**src/rtl/r_type_pkg.sv**
```systemverilog
// Shared encodings, FSM state type and RV32I field helpers for the R-type
// execution controller.
package r_type_pkg;

  localparam logic [6:0] OPC_OP     = 7'b0110011;
  localparam logic [6:0] F7_BASE    = 7'h00;
  localparam logic [6:0] F7_ALT     = 7'h20;
  localparam logic [2:0] F3_SUB_ADD = 3'b000;
  localparam logic [2:0] F3_SRL_SRA = 3'b101;

  typedef enum logic [2:0] {
    IDLE,
    READ,
    EXEC,
    WB,
    ERR
  } state_t;

  function automatic logic [6:0] opcode_of(input logic [31:0] w);
    return w[6:0];
  endfunction

  function automatic logic [4:0] rd_of(input logic [31:0] w);
    return w[11:7];
  endfunction

  function automatic logic [2:0] funct3_of(input logic [31:0] w);
    return w[14:12];
  endfunction

  function automatic logic [4:0] rs1_of(input logic [31:0] w);
    return w[19:15];
  endfunction

  function automatic logic [4:0] rs2_of(input logic [31:0] w);
    return w[24:20];
  endfunction

  function automatic logic [6:0] funct7_of(input logic [31:0] w);
    return w[31:25];
  endfunction

  // Only SUB and SRA may use the alternate funct7 encoding.
  function automatic logic is_legal(input logic [31:0] w);
    logic alt_ok;
    alt_ok = (funct7_of(w) == F7_ALT) &&
             ((funct3_of(w) == F3_SUB_ADD) || (funct3_of(w) == F3_SRL_SRA));
    return (opcode_of(w) == OPC_OP) && ((funct7_of(w) == F7_BASE) || alt_ok);
  endfunction

endpackage

```
**src/rtl/r_type_exec_ctrl_decode.sv**
```systemverilog
// Combinational decode: legality of the incoming word and register fields of
// the latched word.
module r_type_decode
  import r_type_pkg::*;
(
  input  logic [31:0] instr,
  input  logic [31:0] instr_q,
  output logic        legal,
  output logic [4:0]  rs1,
  output logic [4:0]  rs2,
  output logic [4:0]  rd
);

  assign legal = is_legal(instr);
  assign rs1   = rs1_of(instr_q);
  assign rs2   = rs2_of(instr_q);
  assign rd    = rd_of(instr_q);

endmodule

```
**src/rtl/r_type_exec_ctrl.sv**
```systemverilog
// Four-cycle sequencer for one R-type instruction: read operands, drive the
// external ALU, write back rd.
module r_type_exec_ctrl
  import r_type_pkg::*;
#(
  parameter int XLEN    = 32,
  parameter int RADDR_W = 5,
  parameter int CNT_W   = 32
) (
  input  logic               clk,
  input  logic               rst,
  input  logic               flush,
  input  logic               instr_valid,
  output logic               instr_ready,
  input  logic [31:0]        instr,
  output logic [RADDR_W-1:0] rf_raddr1,
  output logic [RADDR_W-1:0] rf_raddr2,
  input  logic [XLEN-1:0]    rf_rdata1,
  input  logic [XLEN-1:0]    rf_rdata2,
  output logic [31:0]        alu_instr,
  output logic [XLEN-1:0]    alu_in1,
  output logic [XLEN-1:0]    alu_in2,
  input  logic [XLEN-1:0]    alu_out,
  output logic               rf_we,
  output logic [RADDR_W-1:0] rf_waddr,
  output logic [XLEN-1:0]    rf_wdata,
  output logic               done,
  output logic               illegal,
  output logic               busy,
  output logic [CNT_W-1:0]   retired_cnt
);

  state_t            state, next;
  logic [31:0]       instr_q;
  logic [XLEN-1:0]   result_q;
  logic              legal;
  logic [4:0]        rs1, rs2, rd;
  logic              accept;

  r_type_decode u_decode (
    .instr   (instr),
    .instr_q (instr_q),
    .legal   (legal),
    .rs1     (rs1),
    .rs2     (rs2),
    .rd      (rd)
  );

  assign instr_ready = (state == IDLE) && !flush && !rst;
  assign accept      = instr_valid && instr_ready;
  assign busy        = (state != IDLE);

  always_ff @(posedge clk) begin
    if (rst) begin
      state       <= IDLE;
      instr_q     <= '0;
      result_q    <= '0;
      retired_cnt <= '0;
    end else begin
      state <= next;
      if (accept)
        instr_q <= instr;
      if (state == EXEC && !flush)
        result_q <= alu_out;
      if (done)
        retired_cnt <= retired_cnt + CNT_W'(1);
    end
  end

  always_comb begin
    next      = state;
    rf_raddr1 = '0;
    rf_raddr2 = '0;
    alu_instr = '0;
    alu_in1   = '0;
    alu_in2   = '0;
    rf_we     = 1'b0;
    rf_waddr  = '0;
    rf_wdata  = '0;
    done      = 1'b0;
    illegal   = 1'b0;
    case (state)
      IDLE: if (accept) next = legal ? READ : ERR;
      READ: begin
        rf_raddr1 = RADDR_W'(rs1);
        rf_raddr2 = RADDR_W'(rs2);
        next      = EXEC;
      end
      EXEC: begin
        alu_instr = instr_q;
        alu_in1   = rf_rdata1;
        alu_in2   = rf_rdata2;
        next      = WB;
      end
      WB: begin
        rf_waddr = RADDR_W'(rd);
        rf_wdata = result_q;
        rf_we    = (rd != '0);
        done     = 1'b1;
        next     = IDLE;
      end
      ERR: begin
        illegal = 1'b1;
        next    = IDLE;
      end
      default: next = IDLE;
    endcase
    // A flush kills the side effects of whatever stage it lands on.
    if (flush && state != IDLE) begin
      next    = IDLE;
      rf_we   = 1'b0;
      done    = 1'b0;
      illegal = 1'b0;
    end
  end

endmodule

```
**config.mk**
```make
export PLATFORM = sky130hd
export DESIGN_NAME = r_type_exec_ctrl
export DESIGN_NICKNAME = d
export VERILOG_FILES = /design/src/rtl/r_type_pkg.sv /design/src/rtl/r_type_exec_ctrl_decode.sv /design/src/rtl/r_type_exec_ctrl.sv
export SDC_FILE = /design/constraint.sdc
export NUM_CORES = 1
export LEC_CHECK = 0
export BUFFER_PORTS_ARGS = -buffer_cell sky130_fd_sc_hd__buf_4
export CORE_AREA = 2 2 120 122
export CTS_CLUSTER_DIAMETER = 200
export CTS_CLUSTER_SIZE = 25
export DETAILED_ROUTE_END_ITERATION = 12
export DIE_AREA = 0 0 122 124
export PLACE_DENSITY = 0.67
export SLEW_MARGIN = 0
export SYNTH_ARGS = -nofsm -noshare
export SYNTH_HDL_FRONTEND = slang
export SYNTH_HIERARCHICAL = 1
export SYNTH_SLANG_ARGS = --single-unit
```
**constraint.sdc**
```tcl
create_clock -name clk -period 4.6 [get_ports clk]
set_clock_uncertainty 0.2 [all_clocks]
set_input_delay 0.46 -clock clk [delete_from_list [all_inputs] [get_ports clk]]
set_output_delay 0.46 -clock clk [all_outputs]
set_load 0.01 [all_outputs]
```
==> key figures <==
Die
  – Chip width: ~120 um
  – Initial Util: around 37%
  – Area of the core: 13,700 um^2
  – Total Die Area: 15,100 um^2
  – Number of placed I/O pins: 312
  – Die extent in y: ~120 um
  – Number of placement rows: 43

Worst setup path
  – Critical path type: register to output port
  – Reg2Reg Capture Point: retired_cnt[19]
  – Endpoint type of the worst setup path: output port
  – Critical path's largest stage delay: 0.79 ns
  – Max Fanout on Critical Path: 34
  – Slack of the worst reg-to-reg path: 1.99 ns
  – Worst path slowest cell: sky130_fd_sc_hd__nor2_2
  – Critical path launch point type: register
  – Dominant cell type by count on the critical path: sky130_fd_sc_hd__buf_4
  – Depth of the worst register-to-register path: 4
  – Worst path arrival time: between 2 and 2.5 ns
  – Worst path required time: 3.94 ns
  – RR Startpoint: state[0]
  – Cell Chain, Critical Path: nand2_1 -> nor2_2 -> buf_4 -> and2_1 -> buf_4

Power
  – Max VDD drop: 0.165 mV
  – Power per unit of standard cell area: 242 nW/um^2
  – Combinational group share of total power: 7.0%
  – Sw Pwr: just under 0.4 mW
  – Switching portion of total power: a little over a fifth
  – Clock network power share: a little under half
  – Internal power: 1.46 mW
  – Leakage power: roughly 3.4 nW
  – Reg power frac: a little under half

GRT
  – First-pass GRT wire length: between 20 and 30 mm
  – Maximum number of pins on one net before global-route repair: 97
  – Via count of the first global-routing pass: approximately 4,800
  – Antenna violations before repair: 0
  – Remaining global-route overflow: 0
  – All-layer global routing usage: between 20% and 30%

Clocking
  – Clock tree from TritonCTS: yes
  – Num CTS Buffers: 9
  – Clock Latency Late Sink: 0.36 ns
  – Buffer levels on the longest clock path: 2
  – # Post-CTS Setup Buffers: 0
  – CTS H-tree lvls: 3
  – Clock sinks: between 90 and 100
  – Clock Pin Slew Worst Setup and Hold Paths: ~0.07 ns
  – # hold bufs at CTS: 0
  – Clock root buffer master: sky130_fd_sc_hd__clkbuf_16
  – Cells resized by post-CTS repair: 0

Layout
  – Number of nets in the layout: 1,058
  – FILL cells: approximately 1,400
  – Ant diodes: 0
  – Ratio of cells with drive above 1 in the final layout: 36.8%
  – P&R area growth vs syn: 52.2%

Route
  – Detail Route met3 WL: 1.29 mm
  – Total via count after detailed routing: 5,282
  – Antenna-violating nets left: 0
  – DR iter-0 viols: around 470
  – Vias per std cell: approximately 4.8
  – DR top layer: met4
  – Met2 layer wire length in the routed design: 7.88 mm
  – Post-Route WL: 16.7 mm
  – Metal1 wirelength: 7.37 mm
  – Number of detailed-route iterations in the first pass: 4
  – Residual DRC: 0
  – Drt wl/cell: approximately 15 um

Hold path
  – Hold Path Depth: 3
  – Min-Delay Startpoint: instr[16]
  – Hold-critical path endpoint: instr_q[16]
  – Hold/Removal Path Class: primary input to register

Place
  – Half-perimeter wire length after detailed placement: 12.3 mm
  – Buffers added on ports: 311
  – Placer Congestion: 0.769

Synth
  – Post-Syn Nets: slightly below 800
  – Number of synthesized flops with an enable pin: 0
  – Cell area after synthesis: 5040 um^2
  – Number of distinct library cells after synthesis: 41
  – Avg Cell Area, Syn: between 7 and 8 um^2
  – Warning count from the yosys run: 6
  – Most used DFF post-synth: sky130_fd_sc_hd__dfxtp_1
  – Synth async-reset ratio: 0%
  – Count of state elements after synthesis: 99
  – Count of mapped cells out of synthesis: 659
  – Sequential share of the synthesized area: 39.4%

STA
  – Setup TNS: 0 ns
  – Final setup violating endpoints: 0
  – Highest Clock Rate: around 0.34 GHz
  – Setup repair after global routing missed its margin: false
  – Max-slew headroom at the worst pin: ~22%
  – Least-Margin Pin Slew: 1.17 ns
  – Minimum clock period: ~3 ns
  – Final Hold Fails: 0
  – Final clock period utilization by the worst path: 64.1%
  – Number of pins exceeding their max-slew limit in the final report: 0
  – Worst hold slack across all endpoints: 0.144 ns

Run
  – Number of max-cap violations: 0

Run status
  – Outcome: finished clean
[flip-flops by register name, summed over array words and instances (netlist names)]
| name | cells |
|---|---|
| instr_q | 32 |
| result_q | 32 |
| retired_cnt | 32 |
| state | 3 |
[cell usage in the layout (no fill, tap or decap), types with 2 or more instances in the layout]
cell type,netlist,layout
sky130_fd_sc_hd__buf_4,18,317
sky130_fd_sc_hd__and2_1,144,144
sky130_fd_sc_hd__nand2_1,139,139
sky130_fd_sc_hd__dfxtp_1,99,99
sky130_fd_sc_hd__a21oi_1,86,86
sky130_fd_sc_hd__or4_1,14,14
sky130_fd_sc_hd__nor2_1,14,13
sky130_fd_sc_hd__o31ai_1,12,12
sky130_fd_sc_hd__nand3_1,11,11
sky130_fd_sc_hd__or3_1,10,10
sky130_fd_sc_hd__nand4_1,9,9
sky130_fd_sc_hd__o21ai_0,9,9
sky130_fd_sc_hd__clkbuf_16,0,9
sky130_fd_sc_hd__xor2_1,7,7
sky130_fd_sc_hd__nor3_1,5,5
sky130_fd_sc_hd__and3_1,5,5
sky130_fd_sc_hd__and4_1,4,4
sky130_fd_sc_hd__inv_1,3,3
sky130_fd_sc_hd__xnor2_1,3,3
sky130_fd_sc_hd__and4_4,2,2
sky130_fd_sc_hd__nand4_2,2,2
sky130_fd_sc_hd__nor4_1,2,2
sky130_fd_sc_hd__bufinv_16,0,2
sky130_fd_sc_hd__clkbuf_1,37,2
sky130_fd_sc_hd__clkbuf_8,0,2
[synthesized netlist by cell type (all sizes together), types with 3 or more instances]
cell | count | area, um^2
dfxtp | 99 | 1980
or4 | 14 | 105
and3 | 5 | 31.3
o31ai | 12 | 90.1
and2 | 144 | 901
xnor2 | 3 | 26.3
o21ai | 10 | 50.0
nand4 | 12 | 103
clkbuf | 37 | 139
xor2 | 7 | 61.3
a21oi | 86 | 430
nand3 | 11 | 55.1
buf | 25 | 175
nor2 | 14 | 52.6
inv | 3 | 11.3
and4 | 6 | 57.6
nand2 | 139 | 522
nor3 | 5 | 25.0
or3 | 10 | 62.6
[stage by stage]
step,instance area [um^2],instances,util [%],power [mW],worst slack [ns]
global placement,7340,1094,53.5,1.02,1.96
CTS,7670,1110,55.9,1.87,1.54
detailed placement,7340,1094,53.5,1.02,1.92
floorplan,5040,659,-,0.928,2.52
global route,7670,1110,55.9,1.92,1.39
finish,7670,1110,55.9,1.85,1.65
[metal layers]
layer	vias up	track usage [%]
li1	2704	-
met1	2383	28.8
met2	180	33.4
met3	15	5.59
met4	0	6.39
met5	-	0
[final cells by class]
class	instances	area [um^2]	area share [%]
Timing Repair Buffer	317	2380	31.0
Clock buffer	13	260	3.39
Tap cell	180	225	2.94
Multi-Input combinational cell	495	2740	35.7
Sequential cell	99	1980	25.8
Inverter	3	11.3	0.147
Clock inverter	3	68.8	0.898
[cell families (layout without fill, tap and decap cells)]
| kind of cell | count (synthesis) | in the layout | share of synthesized area, % |
|---|---|---|---|
| muxes | 2 | 2 | 0.422 |
| AOI/OAI and AO/OA | 111 | 111 | 11.9 |
| xor gates and xnor gates | 10 | 10 | 1.74 |
| DFF | 99 | 99 | 39.4 |
| buffers and inverters | 65 | 336 | 6.46 |
| and+or+nand+nor | 371 | 371 | 39.9 |
| adders and majority gates | 1 | 1 | 0.248 |
[how the worst max path moves through the flow]
stage                         from         endpoint  slack [ns]  cells past startpoint
after floorplan           state[0]      alu_in1[22]        2.52                      5
after global placement       flush  retired_cnt[19]        1.96                      5
after detailed placement  state[0]     rf_wdata[31]        1.92                      5
after CTS                 state[0]     rf_wdata[31]        1.54                      5
after global routing      state[0]     rf_wdata[31]        1.39                      5
final                     state[0]      rf_wdata[5]        1.65                      5
[critical path, delay by kind of cell, from the launching register on]
kind                   cells  cell delay, ns
and+or+nand+nor            3            1.02
buffers and inverters      2            0.36
DFF                        1            0.55
[power by group through the flow]
stage	Sequential, mW	Clock [mW]	Combinational (mW)
after floorplan	0.890	0	0.0387
after global placement	0.892	0	0.129
after detailed placement	0.892	0	0.130
after CTS	0.872	0.864	0.130
after global routing	0.874	0.908	0.140
final	0.872	0.851	0.129
Power figures use the tool's default switching activity.
